===== config.mk =====
export PLATFORM = sky130hd
export DESIGN_NAME = cv32e40p_ft_status_ctrl
export DESIGN_NICKNAME = d
export VERILOG_FILES = /design/src/rtl/cv32e40p_pkg2_ft.sv /design/src/rtl/cv32e40p_ft_sat_counter.sv /design/src/rtl/cv32e40p_ft_status_ctrl.sv
export SDC_FILE = /design/constraint.sdc
export NUM_CORES = 1
export LEC_CHECK = 0
export CAP_MARGIN = 20
export CORE_UTILIZATION = 38
export CTS_CLUSTER_SIZE = 10
export DETAILED_ROUTE_END_ITERATION = 16
export PLACE_DENSITY = 0.74
export SLEW_MARGIN = 15
export SYNTH_ARGS = -nofsm -noshare
export SYNTH_HDL_FRONTEND = slang
export SYNTH_SLANG_ARGS = --single-unit

===== constraint.sdc =====
create_clock -name clk -period 3.52 [get_ports clk]
set_clock_uncertainty 0.15 [all_clocks]
set_input_delay 0.704 -clock clk [delete_from_list [all_inputs] [get_ports clk]]
set_output_delay 0.704 -clock clk [all_outputs]
set_load 0.02 [all_outputs]

===== src/rtl/cv32e40p_pkg2_ft.sv =====
`default_nettype none
// ============================================================================
// Module      : cv32e40p_pkg2_ft
// Description : Shared types and constants for the fault-tolerance status
//               supervisor of a triplicated pipeline unit.
// Revision    : 1.0 - initial release
// ============================================================================
package cv32e40p_pkg2_ft;

  // Default counter width and threshold for the status supervisor
  localparam int unsigned FTSC_CNT_WIDTH     = 8;
  localparam int unsigned FTSC_IRQ_THRESHOLD = 16;

  // Health of the protected unit; only moves towards FAILED
  typedef enum logic [1:0] {
    FT_HEALTHY  = 2'd0,
    FT_DEGRADED = 2'd1,
    FT_FAILED   = 2'd2
  } ft_state_e;

  // Command opcodes accepted on the supervisor command port
  typedef enum logic [1:0] {
    FT_CMD_NOP         = 2'd0,
    FT_CMD_FORCE_BREAK = 2'd1,
    FT_CMD_CLEAR_CNT   = 2'd2,
    FT_CMD_RSVD        = 2'd3
  } ft_cmd_op_e;

  // Number of replicas flagged broken
  function automatic logic [1:0] ft_popcount3(input logic [2:0] v);
    return {1'b0, v[0]} + {1'b0, v[1]} + {1'b0, v[2]};
  endfunction

endpackage
`default_nettype wire


===== src/rtl/cv32e40p_ft_sat_counter.sv =====
`default_nettype none
// ============================================================================
// Module      : cv32e40p_ft_sat_counter
// Description : Saturating up-counter with synchronous clear. Clear wins over
//               a same-cycle increment; the count sticks at all-ones.
// Revision    : 1.0 - initial release
// ============================================================================
module cv32e40p_ft_sat_counter #(
  parameter int unsigned WIDTH = 8
) (
  input  logic             clk,
  input  logic             rst_n,
  input  logic             inc_i,
  input  logic             clr_i,
  output logic [WIDTH-1:0] cnt_o
);

  logic [WIDTH-1:0] cnt_d;
  logic [WIDTH-1:0] cnt_q;

  // Next count: clear first, otherwise increment unless already saturated
  always_comb begin
    cnt_d = cnt_q;
    if (clr_i) begin
      cnt_d = '0;
    end else if (inc_i && (cnt_q != {WIDTH{1'b1}})) begin
      cnt_d = cnt_q + WIDTH'(1);
    end
  end

  // Count register
  always_ff @(posedge clk or negedge rst_n) begin
    if (!rst_n) begin
      cnt_q <= '0;
    end else begin
      cnt_q <= cnt_d;
    end
  end

  assign cnt_o = cnt_q;

endmodule
`default_nettype wire


===== src/rtl/cv32e40p_ft_status_ctrl.sv =====
`default_nettype none
// ============================================================================
// Module      : cv32e40p_ft_status_ctrl
// Description : Health supervisor for one TMR-protected unit. Tracks a
//               monotonic HEALTHY/DEGRADED/FAILED state, keeps saturating
//               error statistics, raises event IRQs and serves a one-deep
//               command port able to retire a replica.
// Revision    : 1.0 - initial release
// ============================================================================
module cv32e40p_ft_status_ctrl
  import cv32e40p_pkg2_ft::*;
#(
  parameter int unsigned CNT_WIDTH     = FTSC_CNT_WIDTH,
  parameter int unsigned IRQ_THRESHOLD = FTSC_IRQ_THRESHOLD
) (
  input  logic                 clk,
  input  logic                 rst_n,
  input  logic [2:0]           is_broken_i,
  input  logic                 err_detected_i,
  input  logic                 err_corrected_i,
  input  logic                 cmd_valid_i,
  output logic                 cmd_ready_o,
  input  logic [1:0]           cmd_op_i,
  input  logic [1:0]           cmd_replica_i,
  output logic                 cmd_done_o,
  output logic                 cmd_err_o,
  output logic [2:0]           set_broken_o,
  output logic [1:0]           state_o,
  output logic [CNT_WIDTH-1:0] err_cnt_o,
  output logic [CNT_WIDTH-1:0] corr_cnt_o,
  output logic                 irq_o,
  output logic                 fatal_o
);

  // Count value one below the threshold: an increment from here hits it
  localparam logic [CNT_WIDTH-1:0] C_THR_M1 = CNT_WIDTH'(IRQ_THRESHOLD - 1);

  ft_state_e  state_q;
  ft_state_e  state_d;
  ft_cmd_op_e cmd_op;

  logic [1:0] nb_broken;
  logic       unc_err;
  logic       cmd_accept;
  logic       cnt_clr;
  logic       err_inc;
  logic       corr_inc;
  logic       thr_hit;

  logic       cmd_ready_d, cmd_ready_q;
  logic       cmd_done_d,  cmd_done_q;
  logic       cmd_err_d,   cmd_err_q;
  logic [2:0] set_broken_d, set_broken_q;
  logic       irq_d,       irq_q;
  logic       fatal_d,     fatal_q;

  logic [CNT_WIDTH-1:0] err_cnt;
  logic [CNT_WIDTH-1:0] corr_cnt;

  assign nb_broken = ft_popcount3(is_broken_i);
  assign unc_err   = err_detected_i && !err_corrected_i;
  assign cmd_op    = ft_cmd_op_e'(cmd_op_i);
  assign err_inc   = err_detected_i;
  assign corr_inc  = err_detected_i && err_corrected_i;

  // Health state register
  always_ff @(posedge clk or negedge rst_n) begin
    if (!rst_n) begin
      state_q <= FT_HEALTHY;
    end else begin
      state_q <= state_d;
    end
  end

  // Monotonic next-state: FAILED dominates a simultaneous DEGRADED condition
  always_comb begin
    state_d = state_q;
    case (state_q)
      FT_HEALTHY: begin
        if ((nb_broken >= 2'd2) || unc_err) begin
          state_d = FT_FAILED;
        end else if (nb_broken == 2'd1) begin
          state_d = FT_DEGRADED;
        end
      end
      FT_DEGRADED: begin
        if ((nb_broken >= 2'd2) || unc_err) begin
          state_d = FT_FAILED;
        end
      end
      // FAILED is terminal; the unused encoding also falls into FAILED
      default: state_d = FT_FAILED;
    endcase
  end

  // Command decode: completes in the cycle after acceptance; a command that
  // coincides with entry into FAILED is rejected without side effects
  always_comb begin
    cmd_accept   = cmd_valid_i && cmd_ready_q;
    cmd_done_d   = cmd_accept;
    cmd_err_d    = 1'b0;
    set_broken_d = 3'b000;
    cnt_clr      = 1'b0;
    if (cmd_accept) begin
      if (state_d == FT_FAILED) begin
        cmd_err_d = 1'b1;
      end else begin
        case (cmd_op)
          FT_CMD_NOP: begin
            cmd_err_d = 1'b0;
          end
          FT_CMD_FORCE_BREAK: begin
            // Retiring a replica is only safe while all three are healthy
            if ((state_q == FT_HEALTHY) && (cmd_replica_i != 2'd3)) begin
              set_broken_d = 3'b001 << cmd_replica_i;
            end else begin
              cmd_err_d = 1'b1;
            end
          end
          FT_CMD_CLEAR_CNT: begin
            cnt_clr = 1'b1;
          end
          default: begin
            cmd_err_d = 1'b1;
          end
        endcase
      end
    end
  end

  // Threshold crossing can only happen on an increment out of THRESHOLD-1,
  // so it fires once per clear epoch since the counter never moves back
  assign thr_hit = err_inc && !cnt_clr && (err_cnt == C_THR_M1);

  // Remaining registered outputs
  always_comb begin
    cmd_ready_d = (state_d != FT_FAILED) && !cmd_accept;
    irq_d       = (state_d != state_q) || thr_hit;
    fatal_d     = (state_d == FT_FAILED);
  end

  // Output registers
  always_ff @(posedge clk or negedge rst_n) begin
    if (!rst_n) begin
      cmd_ready_q  <= 1'b1;
      cmd_done_q   <= 1'b0;
      cmd_err_q    <= 1'b0;
      set_broken_q <= 3'b000;
      irq_q        <= 1'b0;
      fatal_q      <= 1'b0;
    end else begin
      cmd_ready_q  <= cmd_ready_d;
      cmd_done_q   <= cmd_done_d;
      cmd_err_q    <= cmd_err_d;
      set_broken_q <= set_broken_d;
      irq_q        <= irq_d;
      fatal_q      <= fatal_d;
    end
  end

  cv32e40p_ft_sat_counter #(
    .WIDTH (CNT_WIDTH)
  ) u_err_cnt (
    .clk   (clk),
    .rst_n (rst_n),
    .inc_i (err_inc),
    .clr_i (cnt_clr),
    .cnt_o (err_cnt)
  );

  cv32e40p_ft_sat_counter #(
    .WIDTH (CNT_WIDTH)
  ) u_corr_cnt (
    .clk   (clk),
    .rst_n (rst_n),
    .inc_i (corr_inc),
    .clr_i (cnt_clr),
    .cnt_o (corr_cnt)
  );

  assign state_o      = state_q;
  assign err_cnt_o    = err_cnt;
  assign corr_cnt_o   = corr_cnt;
  assign cmd_ready_o  = cmd_ready_q;
  assign cmd_done_o   = cmd_done_q;
  assign cmd_err_o    = cmd_err_q;
  assign set_broken_o = set_broken_q;
  assign irq_o        = irq_q;
  assign fatal_o      = fatal_q;

endmodule
`default_nettype wire


==> summary.txt <==
Cells and area
  – Share of cells above drive strength 1: 7.27%
  – Final Non-Filler Cells: 209
  – Multi-input logic area: between 500 and 600 sq um
  – Final net count: ~180
  – P&R area growth vs syn: 36.0%
  – Fillers: around 310
  – Register area: 652 sq um
  – Design Area, Final: 1730 sq um
  – Final core occ: a little under three fifths
  – Ant diodes: 0

Synth
  – Synthesized Nets: 139
  – Yosys warning count: 0
  – Main synth FF type: dfrtp_1
  – Cell Area, Synth: 1270 sq um
  – Synth area leader: dfrtp_1
  – Sequential fraction of the synthesis area: 51.3%
  – Share of the synthesized area in the top cell type: between 40% and 50%
  – Synth Register Bits: 26
  – Post-synth EDFFs: 0
  – Post-synthesis cell count: between 100 and 150
  – Ranking of synthesized cells by area: dfrtp_1, nor2_1, o211ai_1, mux2i_1, xor2_1
  – Distinct cells, synth: 34
  – Synth top cells by count: dfrtp_1, nor2_1, inv_1, nand2_1
  – Mean post-synth cell area: around 10 sq um
  – FFs w/ async S/R, synth: 100%
  – Count leader, synth: dfrtp_1

Critical path
  – CP Class: in -> reg
  – CP cell instances: clkdlybuf4s50_1, fa_1, inv_1, o211ai_2, nor4_4, buf_4, a311oi_1
  – Crit-path max FO: 10
  – Critical-path top delay cell: nor4_4
  – Critical Path AT: 2680 ps
  – CP max stage delay: 460 ps
  – CP required: 3570 ps
  – CP Capture Type: register
  – Worst Setup Start Kind: input port

GRT
  – Total global routing overflow: 0
  – Vias in the first global route: 1027
  – Antenna violations before repair: 0
  – Largest net degree at the start of global routing: 27
  – Tot GR Track Use: 17.6%
  – First-pass GRT wire length: around 4.7 mm

Run status
  – Status: finished, final reports clean

Floorplan
  – Core footprint: 3100 sq um
  – Row cnt: 20
  – Die area: between 3000 and 4000 sq um
  – Top Ports: 38
  – Starting Density: 41.0%
  – Die height: 59.8 microns
  – Die X-Extent: 59.8 microns

Timing
  – Setup tns final: 0 ps
  – Worst setup margin: 893 ps
  – Hold_ws: 406 ps
  – Final-report max-slew violation count: 0
  – Max frequency: about 0.38 GHz
  – Final setup fails: 0
  – RSZ-0062 raised after global routing: no
  – Worst Max-Slew Pin Slew: around 550 ps
  – Tcrit/Tclk final: 74.6%
  – Final Critical Period: around 2600 ps
  – Hold Violations, Final: 0
  – Relative slew slack: 63.4%

Placed design
  – Dpl hpwl: 2.12 mm
  – Worst slack, placed: 536 ps
  – Placed Instances: just over 200
  – Final Wtd Congestion: 0.855
  – Placed inst area: 1690 sq um
  – I/O Buffers: 37

Clock tree
  – H-tree levels: 1
  – Worst-skew pair later-pin latency: 310 ps
  – Post_cts resized: 0
  – Hold_buf cts: 0
  – CTS buffer count: 3
  – CTS tree: yes
  – Clock tree sinks: 26
  – Root buf cell: clkbuf_4
  – Clk slew on worst S/H paths: around 130 ps
  – Setup repair bufs after CTS: 0
  – Max clock buf depth: 2

Detailed routing
  – DRC: 0
  – Vias per cell: 5.26
  – TritonRoute pass-1 iters: 4
  – Wire per inst: 13.7 microns
  – Routed Antenna Nets: 0
  – Wire length after detailed routing: 2.87 mm
  – DR iter-0 viols: 53
  – Total number of vias: 1100

Power
  – Overall power: 1.04 mW
  – PwrDens: 600 nW/um^2
  – Worst VDD drop: 370 uV
  – Leak: between 0.7 and 0.8 nW

Job
  – Max Cap Viol: 0

Worst hold path
  – Hold Crit Class: reg -> reg
[power by group]
part	internal, mW	total, mW	switching, mW	leakage [nW]
clock network	0.0632	0.148	0.0844	0.0210
logic	0.207	0.418	0.212	0.398
registers	0.367	0.472	0.104	0.325
[layout make-up]
cell class | instances | area share [%]
Timing Repair Buffer | 39 | 22.3
Sequential cell | 26 | 37.7
Clock buffer | 4 | 2.10
Inverter | 7 | 1.52
Multi-Input combinational cell | 89 | 33.2
Tap cell | 44 | 3.18
[path summary, 6_finish.rpt]
path	from	endpoint	slack (ps)	cells past startpoint
setup / recovery	is_broken_i[0]	u_corr_cnt.cnt_o[6]	890	7
setup reg to reg	u_err_cnt.cnt_o[0]	u_err_cnt.cnt_o[1]	1630	5
hold / removal	state_o[1]	state_o[1]	410	2
min in group asynchronous	rst_n	set_broken_o[1]	590	2
max in group asynchronous	rst_n	cmd_ready_o	2340	2
hold reg to reg	state_o[1]	state_o[1]	410	2
[cells by family after synthesis]
family / Yosys count / synth area share, %
mux: 4 / 3.15
flops: 26 / 51.3
xor+xnor: 4 / 2.76
compound gates: 24 / 12.3
simple gates: 54 / 23.4
fa+ha+maj: 3 / 3.54
buf+inv: 9 / 3.54
[registers in the layout, summed over array words and instances, names as in the netlist]
name and count:
state_o 2, cmd_done_o 1, set_broken_o 3, cmd_ready_o 1, u_corr_cnt.cnt_o 8, irq_o 1
u_err_cnt.cnt_o 8, fatal_o 1, cmd_err_o 1
[worst max-delay path: cells and delay by family]
kind	cells	cell delay (ps)
AND/OR/NAND/NOR	1	460
buffers and inverters	3	810
AO/OA/AOI/OAI	2	250
adder cells (fa/ha/maj)	1	440
[layout by cell type (no fill, tap or decap), drive strengths merged, types with 5 or more instances in the layout]
cell type	synthesis	routed
dfrtp	25	25
nand4	5	5
inv	7	7
a21oi	6	6
nor2	18	18
o21ai	5	5
o211ai	7	7
clkdlybuf4s50	0	37
nand2	7	7
[routing by layer]
layer	global-route usage, %	wire (microns)	vias to the layer above
li1	-	-	524
met1	24.0	1290	536
met2	28.6	1440	38
met3	2.16	130	2
met4	6.64	13	0
met5	0	0	-
(Power assumes the default switching activity.)
